File: src/rtl/alu_pkg.sv
// ---------------------------------------------------------------------------
// alu_pkg -- shared definitions for the sequential ALU.
//   op_e     : operation encoding carried on OP (codes 5-7 are illegal)
//   state_e  : control FSM states (IDLE -> RUN -> FIN -> IDLE)
//   DEFAULT_W: default operand width
// ---------------------------------------------------------------------------
package alu_pkg;

    localparam int DEFAULT_W = 8;

    typedef enum logic [2:0] {
        OP_ADD = 3'd0,
        OP_SUB = 3'd1,
        OP_MUL = 3'd2,
        OP_DIV = 3'd3,
        OP_EXP = 3'd4
    } op_e;

    typedef enum logic [1:0] {
        S_IDLE = 2'd0,
        S_RUN  = 2'd1,
        S_FIN  = 2'd2
    } state_e;

endpackage : alu_pkg

File: src/rtl/alu_div_seq.sv
// ---------------------------------------------------------------------------
// alu_div_seq -- iterative signed restoring divider, one quotient bit/cycle.
//   clk_i, rst_ni : clock, asynchronous active-low reset
//   start_i       : load a_i / b_i and begin (b_i must be non-zero)
//   a_i, b_i      : signed dividend / divisor
//   done_o        : high during the cycle whose edge retires the last step
//   quo_o, rem_o  : signed quotient / remainder, valid while done_o is high
// Quotient truncates toward zero; the remainder takes the dividend's sign.
// The result outputs are formed from the final step's next-state value so
// the caller can capture them on the same edge the divider finishes.
// ---------------------------------------------------------------------------
module alu_div_seq
    import alu_pkg::*;
#(
    parameter int W = DEFAULT_W
) (
    input  logic         clk_i,
    input  logic         rst_ni,
    input  logic         start_i,
    input  logic [W-1:0] a_i,
    input  logic [W-1:0] b_i,
    output logic         done_o,
    output logic [W-1:0] quo_o,
    output logic [W-1:0] rem_o
);

    localparam logic [W-1:0] LAST = W'(W - 1);

    logic         active_q;
    logic [W-1:0] cnt_q;
    logic [W-1:0] quo_q;   // dividend magnitude shifts out, quotient bits shift in
    logic [W-1:0] rem_q;
    logic [W-1:0] dvs_q;
    logic         negq_q;
    logic         negr_q;

    logic [W-1:0] a_mag;
    logic [W-1:0] b_mag;
    logic [W:0]   shifted;
    logic [W:0]   diff;
    logic         fits;
    logic [W-1:0] rem_step;
    logic [W-1:0] quo_step;

    // Magnitudes fit in W unsigned bits, including -2^(W-1).
    assign a_mag    = a_i[W-1] ? -a_i : a_i;
    assign b_mag    = b_i[W-1] ? -b_i : b_i;

    assign shifted  = {rem_q, quo_q[W-1]};
    assign diff     = shifted - {1'b0, dvs_q};
    assign fits     = ~diff[W];
    assign rem_step = fits ? diff[W-1:0] : shifted[W-1:0];
    assign quo_step = {quo_q[W-2:0], fits};

    assign done_o   = active_q && (cnt_q == LAST);
    assign quo_o    = negq_q ? -quo_step : quo_step;
    assign rem_o    = negr_q ? -rem_step : rem_step;

    // NOTE: sequential state uses non-blocking (<=) so every register
    // samples pre-edge values regardless of statement order.
    always_ff @(posedge clk_i or negedge rst_ni) begin
        if (!rst_ni) begin
            active_q <= 1'b0;
            cnt_q    <= '0;
            quo_q    <= '0;
            rem_q    <= '0;
            dvs_q    <= '0;
            negq_q   <= 1'b0;
            negr_q   <= 1'b0;
        end else if (start_i) begin
            active_q <= 1'b1;
            cnt_q    <= '0;
            quo_q    <= a_mag;
            rem_q    <= '0;
            dvs_q    <= b_mag;
            negq_q   <= a_i[W-1] ^ b_i[W-1];
            negr_q   <= a_i[W-1];
        end else if (active_q) begin
            quo_q <= quo_step;
            rem_q <= rem_step;
            cnt_q <= cnt_q + 1'b1;
            if (cnt_q == LAST) begin
                active_q <= 1'b0;
            end
        end
    end

endmodule : alu_div_seq

File: src/rtl/alu_seq.sv
// ---------------------------------------------------------------------------
// alu_seq -- multi-cycle signed ALU (ADD, SUB, MUL, DIV, EXP).
//   CLK, RST_N : clock, asynchronous active-low reset
//   START      : request pulse, sampled only in IDLE
//   OP, A, B   : operation and signed operands, latched when START accepted
//   BUSY       : high in RUN and FIN
//   DONE       : single-cycle pulse, high exactly in FIN
//   R, OVF     : registered 2*W result and error flag, written on FIN entry
// Errors (illegal OP, divide by zero, -2^(W-1)/-1, negative exponent) are
// detected at accept time and spend one RUN cycle before FIN.
// ---------------------------------------------------------------------------
module alu_seq
    import alu_pkg::*;
#(
    parameter int W = DEFAULT_W
) (
    input  logic           CLK,
    input  logic           RST_N,
    input  logic           START,
    input  logic [2:0]     OP,
    input  logic [W-1:0]   A,
    input  logic [W-1:0]   B,
    output logic           BUSY,
    output logic           DONE,
    output logic [2*W-1:0] R,
    output logic           OVF
);

    localparam logic [W-1:0]   MUL_LAST = W'(W - 1);
    localparam logic [W-1:0]   CNT_ONE  = W'(1);
    localparam logic [2*W-1:0] R_ONE    = (2*W)'(1);
    localparam logic [W-1:0]   MIN_NEG  = {1'b1, {(W-1){1'b0}}};

    state_e                state_q, state_d;
    op_e                   op_q, op_d;
    logic                  err_q, err_d;
    logic [W-1:0]          a_q, a_d;
    logic [W-1:0]          b_q, b_d;
    logic [W-1:0]          cnt_q, cnt_d;
    logic [2*W-1:0]        mcand_q, mcand_d;
    logic [W-1:0]          mplier_q, mplier_d;
    logic [2*W-1:0]        prod_q, prod_d;
    logic                  neg_q, neg_d;
    logic signed [3*W-1:0] acc_q, acc_d;
    logic [2*W-1:0]        r_q, r_d;
    logic                  ovf_q, ovf_d;

    logic                  accept;
    logic                  start_err;
    logic [W-1:0]          a_mag;
    logic [W-1:0]          b_mag;
    logic [2*W-1:0]        prod_step;
    logic signed [3*W-1:0] base_ext;
    logic signed [3*W-1:0] acc_step;
    logic                  acc_out_of_range;

    logic                  div_start;
    logic                  div_done;
    logic [W-1:0]          div_quo;
    logic [W-1:0]          div_rem;

    assign accept = (state_q == S_IDLE) && START;

    assign start_err = (OP > OP_EXP)
                    || ((OP == OP_DIV) && (B == '0))
                    || ((OP == OP_DIV) && (A == MIN_NEG) && (&B))
                    || ((OP == OP_EXP) && B[W-1]);

    assign a_mag = A[W-1] ? -A : A;
    assign b_mag = B[W-1] ? -B : B;

    // Shift-add on magnitudes: multiplicand moves left, multiplier right.
    assign prod_step = prod_q + (mplier_q[0] ? mcand_q : '0);

    // The accumulator stays inside the signed 2*W range between steps, so a
    // 3*W-bit product with the sign-extended base is always exact.
    assign base_ext  = {{(2*W){a_q[W-1]}}, a_q};
    assign acc_step  = acc_q * base_ext;
    assign acc_out_of_range = !((&acc_step[3*W-1:2*W-1]) || (~|acc_step[3*W-1:2*W-1]));

    assign div_start = accept && (OP == OP_DIV) && !start_err;

    alu_div_seq #(.W(W)) u_div (
        .clk_i   (CLK),
        .rst_ni  (RST_N),
        .start_i (div_start),
        .a_i     (A),
        .b_i     (B),
        .done_o  (div_done),
        .quo_o   (div_quo),
        .rem_o   (div_rem)
    );

    // NOTE: every variable gets its hold/default value first so no path
    // through the case statements can infer a latch.
    always_comb begin
        state_d  = state_q;
        op_d     = op_q;
        err_d    = err_q;
        a_d      = a_q;
        b_d      = b_q;
        cnt_d    = cnt_q;
        mcand_d  = mcand_q;
        mplier_d = mplier_q;
        prod_d   = prod_q;
        neg_d    = neg_q;
        acc_d    = acc_q;
        r_d      = r_q;
        ovf_d    = ovf_q;

        unique case (state_q)
            S_IDLE: begin
                if (START) begin
                    state_d  = S_RUN;
                    op_d     = op_e'(OP);
                    err_d    = start_err;
                    a_d      = A;
                    b_d      = B;
                    cnt_d    = (OP == OP_EXP) ? B : '0;
                    mcand_d  = {{W{1'b0}}, a_mag};
                    mplier_d = b_mag;
                    prod_d   = '0;
                    neg_d    = A[W-1] ^ B[W-1];
                    acc_d    = (3*W)'(1);
                end
            end

            S_RUN: begin
                if (err_q) begin
                    state_d = S_FIN;
                    r_d     = '0;
                    ovf_d   = 1'b1;
                end else begin
                    case (op_q)
                        OP_ADD: begin
                            state_d = S_FIN;
                            r_d     = {{W{a_q[W-1]}}, a_q} + {{W{b_q[W-1]}}, b_q};
                            ovf_d   = 1'b0;
                        end
                        OP_SUB: begin
                            state_d = S_FIN;
                            r_d     = {{W{a_q[W-1]}}, a_q} - {{W{b_q[W-1]}}, b_q};
                            ovf_d   = 1'b0;
                        end
                        OP_MUL: begin
                            prod_d   = prod_step;
                            mcand_d  = {mcand_q[2*W-2:0], 1'b0};
                            mplier_d = {1'b0, mplier_q[W-1:1]};
                            cnt_d    = cnt_q + 1'b1;
                            if (cnt_q == MUL_LAST) begin
                                state_d = S_FIN;
                                r_d     = neg_q ? -prod_step : prod_step;
                                ovf_d   = 1'b0;
                            end
                        end
                        OP_DIV: begin
                            if (div_done) begin
                                state_d = S_FIN;
                                r_d     = {div_quo, div_rem};
                                ovf_d   = 1'b0;
                            end
                        end
                        OP_EXP: begin
                            if (cnt_q == '0) begin
                                // x^0 = 1, including 0^0.
                                state_d = S_FIN;
                                r_d     = R_ONE;
                                ovf_d   = 1'b0;
                            end else if (acc_out_of_range) begin
                                // Stop at the first product that escapes 2*W.
                                state_d = S_FIN;
                                r_d     = '0;
                                ovf_d   = 1'b1;
                            end else begin
                                acc_d = acc_step;
                                cnt_d = cnt_q - 1'b1;
                                if (cnt_q == CNT_ONE) begin
                                    state_d = S_FIN;
                                    r_d     = acc_step[2*W-1:0];
                                    ovf_d   = 1'b0;
                                end
                            end
                        end
                        default: begin
                            state_d = S_FIN;
                            r_d     = '0;
                            ovf_d   = 1'b1;
                        end
                    endcase
                end
            end

            S_FIN: begin
                state_d = S_IDLE;
            end

            default: begin
                state_d = S_IDLE;
            end
        endcase
    end

    // NOTE: every register, datapath included, is cleared by reset so an
    // aborted operation leaves no stale state behind.
    always_ff @(posedge CLK or negedge RST_N) begin
        if (!RST_N) begin
            state_q  <= S_IDLE;
            op_q     <= OP_ADD;
            err_q    <= 1'b0;
            a_q      <= '0;
            b_q      <= '0;
            cnt_q    <= '0;
            mcand_q  <= '0;
            mplier_q <= '0;
            prod_q   <= '0;
            neg_q    <= 1'b0;
            acc_q    <= '0;
            r_q      <= '0;
            ovf_q    <= 1'b0;
        end else begin
            state_q  <= state_d;
            op_q     <= op_d;
            err_q    <= err_d;
            a_q      <= a_d;
            b_q      <= b_d;
            cnt_q    <= cnt_d;
            mcand_q  <= mcand_d;
            mplier_q <= mplier_d;
            prod_q   <= prod_d;
            neg_q    <= neg_d;
            acc_q    <= acc_d;
            r_q      <= r_d;
            ovf_q    <= ovf_d;
        end
    end

    assign BUSY = (state_q != S_IDLE);
    assign DONE = (state_q == S_FIN);
    assign R    = r_q;
    assign OVF  = ovf_q;

endmodule : alu_seq
File: config.mk
export PLATFORM = sky130hd
export DESIGN_NAME = alu_seq
export DESIGN_NICKNAME = d
export VERILOG_FILES = /design/src/rtl/alu_pkg.sv /design/src/rtl/alu_div_seq.sv /design/src/rtl/alu_seq.sv
export SDC_FILE = /design/constraint.sdc
export NUM_CORES = 1
export LEC_CHECK = 0
export BUFFER_PORTS_ARGS = -buffer_cell sky130_fd_sc_hd__buf_2
export CORE_MARGIN = 2
export CORE_UTILIZATION = 50
export DETAILED_ROUTE_END_ITERATION = 8
export PLACE_DENSITY = 0.67
export SLEW_MARGIN = 20
export SYNTH_ARGS = -nofsm -noshare
export SYNTH_HDL_FRONTEND = slang
export SYNTH_SLANG_ARGS = --single-unit
export TNS_END_PERCENT = 50
File: constraint.sdc
create_clock -name CLK -period 6.16 [get_ports CLK]
set_clock_uncertainty 0.2 [all_clocks]
set_input_delay 0.616 -clock CLK [delete_from_list [all_inputs] [get_ports CLK]]
set_output_delay 0.616 -clock CLK [all_outputs]
set_load 0.02 [all_outputs]
==> run metrics <==
first-pass GRT wire length 64300 µm; drt wl/cell 19.2 µm; CTS Root Cell clkbuf_16; HP Class input port to async pin; sequential share of the synthesized area 25.4%; FILL cells 2516; worst-path cell chain clkinvlp_4, buf_6, nor2_4, fa_1, fa_2, fa_1, inv_2, fa_1, inv_2, ha_4, and3_4, o21ai_0, and3_1, a211o_1, a21oi_2, and4bb_2, nand4bb_4, a21oi_4, a221oi_4, nand3_4, buf_12, a2bb2oi_1; NumNets Final 1933; worst endpoint data arrival time 6.21 ns; clk_lat worst skew 0.44 ns; logic gate share of total power 64.1%; relative slew slack 28.7%; Starting Density 50.6%; Largest stage delay, worst path 0.56 ns; Post-synth EDFFs 0; leakage power 7.90 nW; Die ar. 30400 µm²; vias 12033; # H-tree levels 4; Synth Cell Area 14500 µm²; Crit path top cell by count fa_1; Pint 4.08 mW; CP required 6.28 ns; syn nets 1860; Crit. End Element flip-flop; Final ANT Viol Nets 0; Tot GR Track Use 26.7%; commonest non-fill, non-tap cells in the layout inv_1, nand2_1, and2_1, dfrtp_1, fa_1; switching share of power 49.2%; synth warn 0; setup_tns 0 ns; post-synthesis cell count 1625; sequential power share 21.7%; GPL Wtd Cong 0.877; FMAX 164 MHz; Ports 41; CTS Buf Count 17; Final min period 6.10 ns; post-synthesis average cell area 8.92 µm²; placed cell areas 15400 µm²; RSZ-0062 raised after global routing yes; Primary FF master, synth dfrtp_1; max-capacitance violation count 0; DRC 0; clock-pin slew on the worst setup and hold paths 0.07 ns; final wirelength 40100 µm; pwr dens 479 nW/µm²; worst-case vdd ir drop 0.310 mV; pin count of the biggest net entering global routing 75; vias in the first global route 12069; crit path launch type flip-flop; outcome finished clean; overflow left after global routing 0; Fin. Hold Viols 0; area of the multi-input gates 10300 µm²; placed cells 2046; DRT iter0 DRCs 650; final setup margin 0.0650 ns; final-report max-slew violation count 0; Layout Cells excl Fill 2094; final setup vio count 0; fraction of registers with async set or reset after synthesis 100%; #FFs+latches synth 147; Finished Cell Area 16800 µm²; Core Region 28600 µm²; Vias per Instance 5.75; Clk pwr share 14.2%; IO buf count 40; CP max stage cell fa_1; Die Span X 174 µm; CTS tree built; Syn-to-layout area delta 15.6%; layout cells sized above 1 14.9%; reg-to-reg slack, setup 0.06 ns; Setup Slack @ Placement -0.172 ns; deepest clock path buffer count 2; Tcrit/Tclk final 98.9%; Die Span Y 174 µm; Core Util, Final 58.5%; maximum fanout along the worst path 5; ant diodes 0; Reg area 3690 µm²; Pre-antenna DRT Iters 5; clock sink count 147; commonest non-fill, non-tap cell in the layout inv_1; Worst Setup Path Type flip-flop to flip-flop; row cnt 62; NetSw 3.95 mW; Least-Margin Pin Slew 1.07 ns; Final HPWL DP 30200 µm; Synth cell types 85; initial antenna violation count 0
[through the flow]
step	total power [mW]	hold WS, ns
2_1_floorplan	4.95	0.120
3_3_place_gp	6.42	0.266
6_report	8.02	0.00858
3_5_place_dp	6.50	0.278
5_1_grt	8.64	0.0625
4_1_cts	7.70	0.0424
[flip-flops by register name (all words and copies together), names as in the netlist]
name / cells
OVF: 1
R: 16
a_q: 8
acc_q: 24
b_q: 8
cnt_q: 8
err_q: 1
mcand_q: 16
mplier_q: 8
neg_q: 1
op_q: 3
prod_q: 16
state_q: 2
u_div.active_q: 1
u_div.cnt_q: 8
u_div.dvs_q: 8
u_div.negq_q: 1
u_div.negr_q: 1
u_div.quo_q: 8
u_div.rem_q: 8
[power groups by stage]
| stage | Sequential [mW] | Clock, mW | Combinational (mW) |
|---|---|---|---|
| 6_report | 1.74 | 1.14 | 5.14 |
| 3_3_place_gp | 1.73 | 0 | 4.69 |
| 2_1_floorplan | 1.59 | 0 | 3.36 |
| 5_1_grt | 1.80 | 1.19 | 5.65 |
| 4_1_cts | 1.74 | 1.15 | 4.81 |
| 3_5_place_dp | 1.74 | 0 | 4.76 |
[final cells by class]
class                   instances  share of cell area (%)
multi-input cells            1208                    61.3
flip-flops and latches        147                    22.0
repair buffers                118                    5.38
inverters                     205                    4.62
well taps                     384                    2.87
clock buffers                  20                    2.73
clock inverters                11                    1.05
repair inverters                1                  0.0448
[synthesized netlist by cell type (15+ instances only)]
cell type	n	share of area, %
a211oi_1	19	0.98
a21o_1	26	1.3
a21oi_1	82	2.8
a22o_1	26	1.6
and2_1	137	5.9
clkbuf_1	54	1.4
dfrtp_1	147	25
fa_1	113	16
ha_1	100	8.6
inv_1	204	5.3
mux2i_1	18	1.2
nand2_1	146	3.8
nand3_1	19	0.66
nor2_1	88	2.3
nor2b_1	16	0.69
nor3_1	18	0.62
o21ai_0	69	2.4
o22ai_1	19	0.82
o2bb2ai_1	16	0.97
o31ai_1	15	0.78
xnor2_1	48	2.9
xor2_1	52	3.1
[routing by layer]
layer | vias up | part of all wire (%) | track usage (%)
li1 | 5619 | - | -
met3 | 66 | 5.8 | 4.88
met4 | 0 | 2.5 | 7.95
met5 | - | 0 | 0
met2 | 319 | 48 | 44.3
met1 | 6029 | 44 | 35.8
[final timing paths]
kind / start / endpoint / cells past startpoint
setup / recovery: a_q[7] / OVF / 22
hold / removal: RST_N / mcand_q[14] / 1
setup reg to reg: a_q[7] / OVF / 22
hold reg to reg: mcand_q[15] / mcand_q[15] / 2
max in group asynchronous: RST_N / prod_q[0] / 2
min in group CLK: OP[2] / op_q[2] / 3
[logic make-up (layout without fill, tap and decap cells)]
| logic type | after synthesis | in the layout | synth area share [%] |
|---|---|---|---|
| simple gates | 507 | 507 | 18.3 |
| compound gates | 366 | 366 | 17.3 |
| mux | 20 | 20 | 1.40 |
| xor+xnor | 102 | 102 | 6.31 |
| flops | 147 | 147 | 25.4 |
| fa+ha+maj | 213 | 213 | 24.2 |
| buf+inv | 270 | 355 | 7.05 |
[critical path: cells and delay by family, from the launching register on]
family | cells | cell delay [ns]
compound gates | 6 | 1.21
flops | 1 | 0.44
buf+inv | 5 | 0.77
fa+ha+maj | 5 | 2.30
simple gates | 6 | 1.04
[repair_timing]
item,CTS,global route
gates resized for setup,8,104
setup buffers,4,10
endpoints found under the hold margin,0,0
pin swaps,3,39
cloned,1,3
endpoints found under the setup margin,51,51
hold buffers,0,0
Note: power is estimated with default switching activity, not from simulation.
